$ cat src/rtl/sha256_pkg.sv
// rtl/sha256_pkg.sv - shared widths, FSM states and owner-width helper for the schedule arbiter
package sha256_pkg;

   localparam int BLOCK_W = 512;
   localparam int WORD_W  = 32;
   localparam int PAIRS   = 32;

   typedef enum logic [1:0] {
      IDLE,
      LAUNCH,
      STREAM,
      COOL
   } state_e;

   function automatic int own_width(input int n);
      return (n <= 2) ? 1 : $clog2(n);
   endfunction

endpackage

$ cat src/rtl/sha256_sched_arbiter_rr_lock_arbiter.sv
// rtl/sha256_sched_arbiter_rr_lock_arbiter.sv - round-robin pick with per-message lock
// The lock pins eligibility to one owner until that owner's last block is accepted.
module rr_lock_arbiter
   import sha256_pkg::*;
#(
   parameter int N_REQ = 2,
   parameter int OWN_W = own_width(N_REQ)
) (
   input  logic             clk,
   input  logic             reset,
   input  logic [N_REQ-1:0] req_valid,
   input  logic             arb_en,
   input  logic             take,
   input  logic             take_last,
   output logic [N_REQ-1:0] grant,
   output logic [OWN_W-1:0] grant_idx,
   output logic             locked
);

   logic [OWN_W-1:0] rr_ptr_q, rr_ptr_d;
   logic [OWN_W-1:0] lock_owner_q, lock_owner_d;
   logic             locked_q, locked_d;
   logic [N_REQ-1:0] eligible;
   logic             found;
   logic [OWN_W:0]   pos;
   logic [OWN_W:0]   nxt;

   always_comb begin
      eligible = '0;
      for (int i = 0; i < N_REQ; i++) begin
         eligible[i] = req_valid[i] & (!locked_q | (lock_owner_q == OWN_W'(i)));
      end
   end

   // Cyclic scan starting at rr_ptr; the first eligible requester wins.
   always_comb begin
      found     = 1'b0;
      grant_idx = '0;
      pos       = '0;
      for (int off = 0; off < N_REQ; off++) begin
         pos = {1'b0, rr_ptr_q} + (OWN_W+1)'(off);
         if (pos >= (OWN_W+1)'(N_REQ)) begin
            pos = pos - (OWN_W+1)'(N_REQ);
         end
         if (!found && eligible[pos[OWN_W-1:0]]) begin
            found     = 1'b1;
            grant_idx = pos[OWN_W-1:0];
         end
      end
   end

   always_comb begin
      grant = '0;
      if (arb_en && found) begin
         grant[grant_idx] = 1'b1;
      end
   end

   always_comb begin
      rr_ptr_d     = rr_ptr_q;
      lock_owner_d = lock_owner_q;
      locked_d     = locked_q;
      nxt          = {1'b0, grant_idx} + (OWN_W+1)'(1);
      if (take) begin
         if (take_last) begin
            locked_d = 1'b0;
            rr_ptr_d = (nxt >= (OWN_W+1)'(N_REQ)) ? '0 : nxt[OWN_W-1:0];
         end else begin
            locked_d     = 1'b1;
            lock_owner_d = grant_idx;
         end
      end
   end

   always_ff @(posedge clk or posedge reset) begin
      if (reset) begin
         rr_ptr_q     <= '0;
         lock_owner_q <= '0;
         locked_q     <= 1'b0;
      end else begin
         rr_ptr_q     <= rr_ptr_d;
         lock_owner_q <= lock_owner_d;
         locked_q     <= locked_d;
      end
   end

   assign locked = locked_q;

endmodule

$ cat src/rtl/sha256_sched_arbiter.sv
// rtl/sha256_sched_arbiter.sv - shares one message_schedule between requesters, re-times W pairs
// Optional SCHED_WATCHDOG_EN adds sticky err_stall / err_spurious outputs.
module sha256_sched_arbiter
   import sha256_pkg::*;
#(
   parameter int N_REQ = 2,
   parameter int OWN_W = own_width(N_REQ)
) (
   input  logic                     clk,
   input  logic                     reset,
   input  logic [N_REQ-1:0]         req_valid,
   input  logic [N_REQ*BLOCK_W-1:0] req_block,
   input  logic [N_REQ-1:0]         req_last,
   output logic [N_REQ-1:0]         req_ready,
   output logic                     sched_input_valid,
   output logic [BLOCK_W-1:0]       sched_block,
   input  logic                     sched_valid_in,
   input  logic [WORD_W-1:0]        sched_w0_in,
   input  logic [WORD_W-1:0]        sched_w1_in,
   output logic                     w_valid,
   output logic [WORD_W-1:0]        w0,
   output logic [WORD_W-1:0]        w1,
   output logic [4:0]               w_idx,
   output logic [OWN_W-1:0]         w_owner,
   output logic                     w_first_blk,
   output logic                     block_done,
   output logic                     block_done_last
`ifdef SCHED_WATCHDOG_EN
   ,
   output logic                     err_stall,
   output logic                     err_spurious
`endif
);

   state_e             state_q, state_d;
   logic [BLOCK_W-1:0] blk_q, blk_d;
   logic               launch_q, launch_d;
   logic [OWN_W-1:0]   own_q, own_d;
   logic               last_q, last_d;
   logic               first_q, first_d;
   logic [4:0]         pair_cnt_q, pair_cnt_d;
   logic               w_valid_q, w_valid_d;
   logic [WORD_W-1:0]  w0_q, w0_d;
   logic [WORD_W-1:0]  w1_q, w1_d;
   logic [4:0]         w_idx_q, w_idx_d;
   logic               done_q, done_d;
   logic               done_last_q, done_last_d;
`ifdef SCHED_WATCHDOG_EN
   logic [2:0]         stall_cnt_q, stall_cnt_d;
   logic [5:0]         dur_cnt_q, dur_cnt_d;
   logic               err_stall_q, err_stall_d;
   logic               err_spurious_q, err_spurious_d;
`endif

   logic [N_REQ-1:0]   grant;
   logic [OWN_W-1:0]   grant_idx;
   logic               locked;
   logic               arb_en;
   logic               take;

   assign arb_en = (state_q == IDLE);
   assign take   = |(req_valid & grant);

   rr_lock_arbiter #(
      .N_REQ (N_REQ),
      .OWN_W (OWN_W)
   ) u_arb (
      .clk       (clk),
      .reset     (reset),
      .req_valid (req_valid),
      .arb_en    (arb_en),
      .take      (take),
      .take_last (req_last[grant_idx]),
      .grant     (grant),
      .grant_idx (grant_idx),
      .locked    (locked)
   );

   always_comb begin
      state_d     = state_q;
      blk_d       = blk_q;
      launch_d    = 1'b0;
      own_d       = own_q;
      last_d      = last_q;
      first_d     = first_q;
      pair_cnt_d  = pair_cnt_q;
      w_valid_d   = 1'b0;
      w0_d        = w0_q;
      w1_d        = w1_q;
      w_idx_d     = w_idx_q;
      done_d      = 1'b0;
      done_last_d = 1'b0;
`ifdef SCHED_WATCHDOG_EN
      stall_cnt_d    = stall_cnt_q;
      dur_cnt_d      = dur_cnt_q;
      err_stall_d    = err_stall_q;
      err_spurious_d = err_spurious_q;
`endif
      case (state_q)
         IDLE: begin
            if (take) begin
               blk_d    = req_block[int'(grant_idx)*BLOCK_W +: BLOCK_W];
               own_d    = grant_idx;
               last_d   = req_last[grant_idx];
               first_d  = !locked;
               launch_d = 1'b1;
               state_d  = LAUNCH;
            end
`ifdef SCHED_WATCHDOG_EN
            if (sched_valid_in) begin
               err_spurious_d = 1'b1;
            end
`endif
         end
         LAUNCH: begin
            pair_cnt_d = '0;
            state_d    = STREAM;
`ifdef SCHED_WATCHDOG_EN
            stall_cnt_d = '0;
            dur_cnt_d   = 6'd1;
`endif
         end
         STREAM: begin
            if (sched_valid_in) begin
               w0_d       = sched_w0_in;
               w1_d       = sched_w1_in;
               w_idx_d    = pair_cnt_q;
               w_valid_d  = 1'b1;
               pair_cnt_d = pair_cnt_q + 5'd1;
               if (pair_cnt_q == 5'(PAIRS-1)) begin
                  done_d      = 1'b1;
                  done_last_d = last_q;
                  state_d     = COOL;
               end
            end
`ifdef SCHED_WATCHDOG_EN
            // Abort a wedged block: the core sees no "last" so it never finalises a digest.
            dur_cnt_d   = dur_cnt_q + 6'd1;
            stall_cnt_d = sched_valid_in ? 3'd0 : stall_cnt_q + 3'd1;
            if ((!sched_valid_in && stall_cnt_q == 3'd3) || dur_cnt_q >= 6'd40) begin
               err_stall_d = 1'b1;
               done_last_d = 1'b0;
               state_d     = COOL;
            end
`endif
         end
         COOL: begin
            state_d = IDLE;
         end
         default: begin
            state_d = IDLE;
         end
      endcase
   end

   always_ff @(posedge clk or posedge reset) begin
      if (reset) begin
         state_q     <= IDLE;
         blk_q       <= '0;
         launch_q    <= 1'b0;
         own_q       <= '0;
         last_q      <= 1'b0;
         first_q     <= 1'b0;
         pair_cnt_q  <= '0;
         w_valid_q   <= 1'b0;
         w0_q        <= '0;
         w1_q        <= '0;
         w_idx_q     <= '0;
         done_q      <= 1'b0;
         done_last_q <= 1'b0;
      end else begin
         state_q     <= state_d;
         blk_q       <= blk_d;
         launch_q    <= launch_d;
         own_q       <= own_d;
         last_q      <= last_d;
         first_q     <= first_d;
         pair_cnt_q  <= pair_cnt_d;
         w_valid_q   <= w_valid_d;
         w0_q        <= w0_d;
         w1_q        <= w1_d;
         w_idx_q     <= w_idx_d;
         done_q      <= done_d;
         done_last_q <= done_last_d;
      end
   end

`ifdef SCHED_WATCHDOG_EN
   always_ff @(posedge clk or posedge reset) begin
      if (reset) begin
         stall_cnt_q    <= '0;
         dur_cnt_q      <= '0;
         err_stall_q    <= 1'b0;
         err_spurious_q <= 1'b0;
      end else begin
         stall_cnt_q    <= stall_cnt_d;
         dur_cnt_q      <= dur_cnt_d;
         err_stall_q    <= err_stall_d;
         err_spurious_q <= err_spurious_d;
      end
   end

   assign err_stall    = err_stall_q;
   assign err_spurious = err_spurious_q;
`endif

   assign req_ready         = grant;
   assign sched_input_valid = launch_q;
   assign sched_block       = blk_q;
   assign w_valid           = w_valid_q;
   assign w0                = w0_q;
   assign w1                = w1_q;
   assign w_idx             = w_idx_q;
   assign w_owner           = own_q;
   assign w_first_blk       = first_q;
   assign block_done        = done_q;
   assign block_done_last   = done_last_q;

endmodule

$ cat config.mk
export PLATFORM = sky130hd
export DESIGN_NAME = sha256_sched_arbiter
export DESIGN_NICKNAME = d
export VERILOG_FILES = /design/src/rtl/sha256_pkg.sv /design/src/rtl/sha256_sched_arbiter_rr_lock_arbiter.sv /design/src/rtl/sha256_sched_arbiter.sv
export SDC_FILE = /design/constraint.sdc
export NUM_CORES = 1
export LEC_CHECK = 0
export BUFFER_PORTS_ARGS = -buffer_cell sky130_fd_sc_hd__buf_2
export CAP_MARGIN = 10
export CORE_AREA = 5 5 652 654
export CTS_BUF_LIST = sky130_fd_sc_hd__clkbuf_16
export CTS_CLUSTER_DIAMETER = 100
export CTS_CLUSTER_SIZE = 24
export DETAILED_ROUTE_END_ITERATION = 8
export DIE_AREA = 0 0 657 659
export SLEW_MARGIN = 20
export SYNTH_ARGS = -nofsm -noshare
export SYNTH_HDL_FRONTEND = slang
export SYNTH_HIERARCHICAL = 1
export SYNTH_SLANG_ARGS = --single-unit
$ cat constraint.sdc
create_clock -name clk -period 36.4 [get_ports clk]
set_input_delay 7.28 -clock clk [delete_from_list [all_inputs] [get_ports clk]]
set_output_delay 7.28 -clock clk [all_outputs]
set_load 0.01 [all_outputs]
Yosys cells after proc, flatten, opt, wreduce, memory -nomap -nowiden
Cells that the tools add are included.

storage, ports and cells
  memories = 0
  ROM bits = 0
  register bits = 598
  bits in latches = 0
  input port bits = 1,095
  bits in writable memories = 0
  word-level logic and storage cells = 90

cells by class
  equal/unequal tests = 7
  add/subtract/negate cells = 5
  magnitude comparators = 7
  bitwise logic cells = 7
  divide/modulo/power cells = 0
  mux-type cells = 33
  reductions and logical operators = 14
  shift-type cells = 1
  multiply operators = 0

operators with widths
  kind                  count
  $shiftx 1024x11->512  1
  $mux 1                25
  $pmux 5 s2            1
  $reduce_and 2->1      5
  $mux 2                4
  $pmux 2 s4            1
  $lt 1x2->1 const B    3
  $ne 2x2->1 const B    3
  $add 5x1->5 const B   1
  $eq 5x5->1 const B    1
  $mux 5                1
  $add 1x1->2 const B   2
  $eq 2x2->1 const B    2
  $ge 2x2->1 const B    2
  $logic_and 1x1->1     3
  $reduce_and 3->1      1
  $and 1x1->1           2
  $and 2x2->2           1
  $eq 2x1->1 const B    1
  $ge 1x2->1 const B    1
  $logic_not 1->1       2
  $logic_not 2->1       1
  $not 1->1             2
  $or 1x1->1            2
  5 further kinds       6

Logic depth before layout (Yosys ltp)
  depth after elaboration = 18
  depth in mapped cells = 10
  mapped depth without buffers = 7

Modules after synthesis
Netlist, hierarchy kept.

modules (own cells, without submodules)
  module                instances  cells an instance  area an instance (um2)  seq. area each (um2)
  sha256_sched_arbiter  1          2,483              28,258.4                14,889.3
  rr_lock_arbiter       1          17                 178.9                   75.1

Worst setup path before layout
Ideal clock, no wire load.

  kind = in2out
  start = input req_valid[0]
  end = output req_ready[1]
  path slack = 21.253 ns
  arrival = 7.867 ns
  stages on the path = 3
  path buffers = 0
  cells stage by stage = inv_1 o311a_4 and2_2

on the way
  longest elaborated chain between the ends = 12
  elaborated cells between the ends (all ways) = 18
  classes of those cells = 2 x order compare; 11 x mux; 1 x bitwise; 4 x reduce/logical

RTL lines
  what                                                            RTL line                                    RTL
  start: declaration                                              sha256_sched_arbiter.sv:11                  input logic [N_REQ-1:0] req_valid,
  $and 1x1->1 (*)                                                 sha256_sched_arbiter_rr_lock_arbiter.sv:31  eligible[i] = req_valid[i] & (!locked_q | (lock_owner_q == OWN_W'(i)));
  $mux 1 (implied by the code) (2 in a row)                       sha256_sched_arbiter_rr_lock_arbiter.sv:45  if (!found && eligible[pos[OWN_W-1:0]]) begin
  $mux 1                                                          sha256_sched_arbiter_rr_lock_arbiter.sv:45
  $logic_not 1->1                                                 sha256_sched_arbiter_rr_lock_arbiter.sv:45
  $logic_and 1x1->1                                               sha256_sched_arbiter_rr_lock_arbiter.sv:45
  $mux 1 (*)                                                      sha256_sched_arbiter_rr_lock_arbiter.sv:45
  named net grant_idx                                             sha256_sched_arbiter.sv:56                  logic [OWN_W-1:0] grant_idx;
  $lt 1x2->1 (implied by the code) or $ge 1x1->1 (tied branches)  sha256_sched_arbiter_rr_lock_arbiter.sv:55  grant[grant_idx] = 1'b1;
  $logic_and 1x1->1 (implied by the code)                         sha256_sched_arbiter_rr_lock_arbiter.sv:55
  $mux 1 (implied by the code)                                    sha256_sched_arbiter_rr_lock_arbiter.sv:55
  $demux 1 s1 (*)                                                 n/a
  $mux 2 (*)                                                      sha256_sched_arbiter_rr_lock_arbiter.sv:54  if (arb_en && found) begin
  end: declaration                                                sha256_sched_arbiter.sv:14                  output logic [N_REQ-1:0] req_ready,

The timed path passes the listed nets; every way through them passes the cells marked *. The select of a mux whose other input is x is not followed.

Final worst setup path
Same ends and word-level chain as after synthesis.

==> metrics.md <==
| Metric | Value |
|---|---|
| Initial core utilization | `0.0679` |
| Largest net degree at the start of global routing | `193` |
| Clock Sinks | `598` |
| CTS tree | `done` |
| Slew @ Worst Pin | `1.13 ns` |
| # Max-Cap Violations | `0` |
| Synth Net Count | `3,601` |
| Post-DP Area | `42,800 µm²` |
| P per Cell Area | `92.1 nW/µm²` |
| Family with the most delay on the worst path | `compound AO/OA/AOI/OAI gates` |
| GRT Resource Usage Total | `0.123` |
| Crit-path max FO | `49` |
| Startpoint Class | `input pin` |
| Top-area cell type share of the netlist area | `0.526` |
| Synth top area cells | `dfrtp_1 (53%), mux2i_1 (18%), a21oi_1 (15%)` |
| Post-DRT Antenna Nets | `0` |
| CP most frequent cell | `buf_2` |
| # H-tree levels | `2` |
| Die span in x | `657 µm` |
| WS Path Type | `in -> out` |
| Number of port buffers | `1,683` |
| Pre-antenna DRT Iters | `5` |
| Fin crit share | `0.436` |
| Async SR Flop Fraction | `1.00` |
| Post-synth EDFFs | `0` |
| # Post-CTS Setup Buffers | `0` |
| Fmax | `63.0 MHz` |
| Syn-to-layout area delta | `56.3%` |
| Final min period | `15.88 ns` |
| Hold Crit Class | `reg -> reg` |
| First-pass GRT wire length | `339,000 µm` |
| Initial antenna violation count | `191` |
| Crit end category | `output port` |
| Mapped Area | `28,400 µm²` |
| Clock-pin transition on the worst setup and hold timing paths | `0.09 ns` |
| Synth area leader | `dfrtp_1` |
| Synth Flop Type | `dfrtp_1` |
| Core Area | `419,000 µm²` |
| Final clock skew | `0.0434 ns` |
| Max stage delay on crit path | `0.70 ns` |
| TNS Setup | `0 ns` |
| Final wirelength | `281,000 µm` |
| Layout cells sized above 1 | `0.507` |
| Starting DRT DRC Count | `2,263` |
| Final setup vio count | `0` |
| Post-Syn Area per Cell | `11.4 µm²` |
| Die area | `433,000 µm²` |
| DP Worst Slack | `20.54 ns` |
| Post-layout net count | `5,135` |
| Placed Instances | `9,510` |
| WL per Instance | `29.1 µm` |
| RSZ-0062 raised after global routing | `no` |
| Final max-slew violation count | `0` |
| Status | `complete, no violations` |
| Final Hold Viols | `0` |
| Setup ws final | `20.52 ns` |
| Clock root buffer | `clkbuf_16` |
| Worst-Skew Late Latency | `0.73 ns` |
| CP Buf/Inv Count | `3` |
| Most common cell after layout, fill and taps aside | `buf_2` |
| Num CTS Buffers | `42` |
| Vias | `28.1k` |
| Most frequent cells in the layout | `buf_2 (1,683), a21oi_1 (846), dfrtp_1 (598)` |
| Leak | `18.7 nW` |
| Rows | `238` |
| CP Cell Sequence | `buf_2 -> inv_1 -> o311a_4 -> and2_2 -> buf_2` |
| Finished layout cell area | `44,400 µm²` |
| Worst Path Required | `29.12 ns` |
| Yosys cell types | `32` |
| Pwr Total | `4.09 mW` |
| Drc violations | `0` |
| Vias per Instance | `2.91` |
| Vias in the first global route | `27.1k` |
| Slew headroom | `0.245` |
| Slowest CP cell | `o311a_4` |
| Post-Synthesis Cells | `2,500` |
| Gpl congestion | `0.969` |
| CTS Buffer Depth | `3` |
| Worst VDD drop | `48.5 µV` |
| Number of warning messages in the yosys log | `6` |
| Critical path arrival | `8.60 ns` |
| GR Overflow Total | `0` |
| Proportion of synthesized chip area in sequential cells | `0.526` |
| Post_cts resized | `0` |
| Io pins | `1,684` |
| Yosys reg bits | `598` |
| Final HPWL DP | `250,000 µm` |
| Post-CTS Hold Fix Bufs | `0` |
| Die outline height | `659 µm` |
| Non-filler cells, final | `9,647` |
==> through the flow <==
step	utilization	hold WS, ns
finish	0.106	0.485
global route	0.106	0.508
CTS	0.106	0.496
detailed placement	0.102	0.473
global placement	0.102	0.465
floorplan	-	0.449
==> cell usage after synthesis (2+ instances only) <==
| master | count |
|---|---|
| xnor2_1 | 2 |
| a22o_1 | 2 |
| a21oi_2 | 181 |
| mux2_2 | 75 |
| buf_6 | 33 |
| a21oi_1 | 846 |
| nor2_1 | 3 |
| mux2i_1 | 513 |
| nand2_1 | 5 |
| buf_2 | 131 |
| and3_1 | 2 |
| ha_1 | 6 |
| inv_1 | 8 |
| nor3b_1 | 2 |
| o21ai_0 | 2 |
| buf_4 | 3 |
| nand2b_1 | 2 |
| dfrtp_1 | 598 |
| a21o_1 | 3 |
| and2_1 | 2 |
| clkbuf_1 | 70 |
==> registers in the layout, summed over array words and instances, names as in the netlist <==
signal,count
sched_block,512
w0,32
w1,32
pair_cnt_q,5
w_idx,5
state_q,2
block_done,1
block_done_last,1
last_q,1
sched_input_valid,1
u_arb/lock_owner_q,1
u_arb/locked,1
u_arb/rr_ptr_q,1
w_first_blk,1
w_owner,1
w_valid,1
==> where the power goes <==
| group | switching (mW) | total, mW | internal [mW] |
|---|---|---|---|
| Combinational | 1.72 | 2.36 | 0.637 |
| Clock | 0.313 | 0.547 | 0.234 |
| Sequential | 0.187 | 1.19 | 1.00 |
| Total | 2.22 | 4.09 | 1.87 |
==> worst paths after layout <==
path	startpoint	endpoint	slack, ns	depth (start not counted)
min in group asynchronous	reset	u_arb/lock_owner_q	6.48	2
max in group asynchronous	reset	sched_block[497]	26.49	6
hold / removal	last_q	block_done_last	0.48	1
setup reg to reg	u_arb/locked	sched_block[371]	29.49	10
setup / recovery	req_valid[0]	req_ready[1]	20.52	5
hold reg to reg	last_q	block_done_last	0.48	1
==> kinds of logic (layout without fill, tap and decap cells) <==
group | count (synthesis) | count (layout) | share of synthesized area
XOR/XNOR | 3 | 3 | 0.000924
multiplexers | 589 | 589 | 0.211
AND/OR/NAND/NOR | 21 | 21 | 0.00418
flip-flops | 598 | 598 | 0.526
AO/OA/AOI/OAI | 1038 | 1038 | 0.208
other | 0 | 64 | 0
adder cells (fa/ha/maj) | 6 | 6 | 0.00264
buffers and inverters | 245 | 1808 | 0.0472
==> metal layers <==
layer	global-route usage	vias up	wire, µm	share of wire
li1	-	12200	-	-
met4	0.0308	60	9330	0.033
met5	0	-	410	0.0015
met2	0.216	1500	138000	0.49
met3	0.0634	373	35600	0.13
met1	0.130	13900	97000	0.35
==> cell type report <==
class / instances / area (µm²)
Clock inverter: 30 / 369
Multi-Input combinational cell: 1657 / 12200
Sequential cell: 598 / 15000
Clock buffer: 43 / 1080
Fill cell: 48400 / 374000
Timing Repair Buffer: 1727 / 8780
Tap cell: 5520 / 6910
Antenna cell: 64 / 160
Inverter: 8 / 38.8
Power figures use the tool's default switching activity.
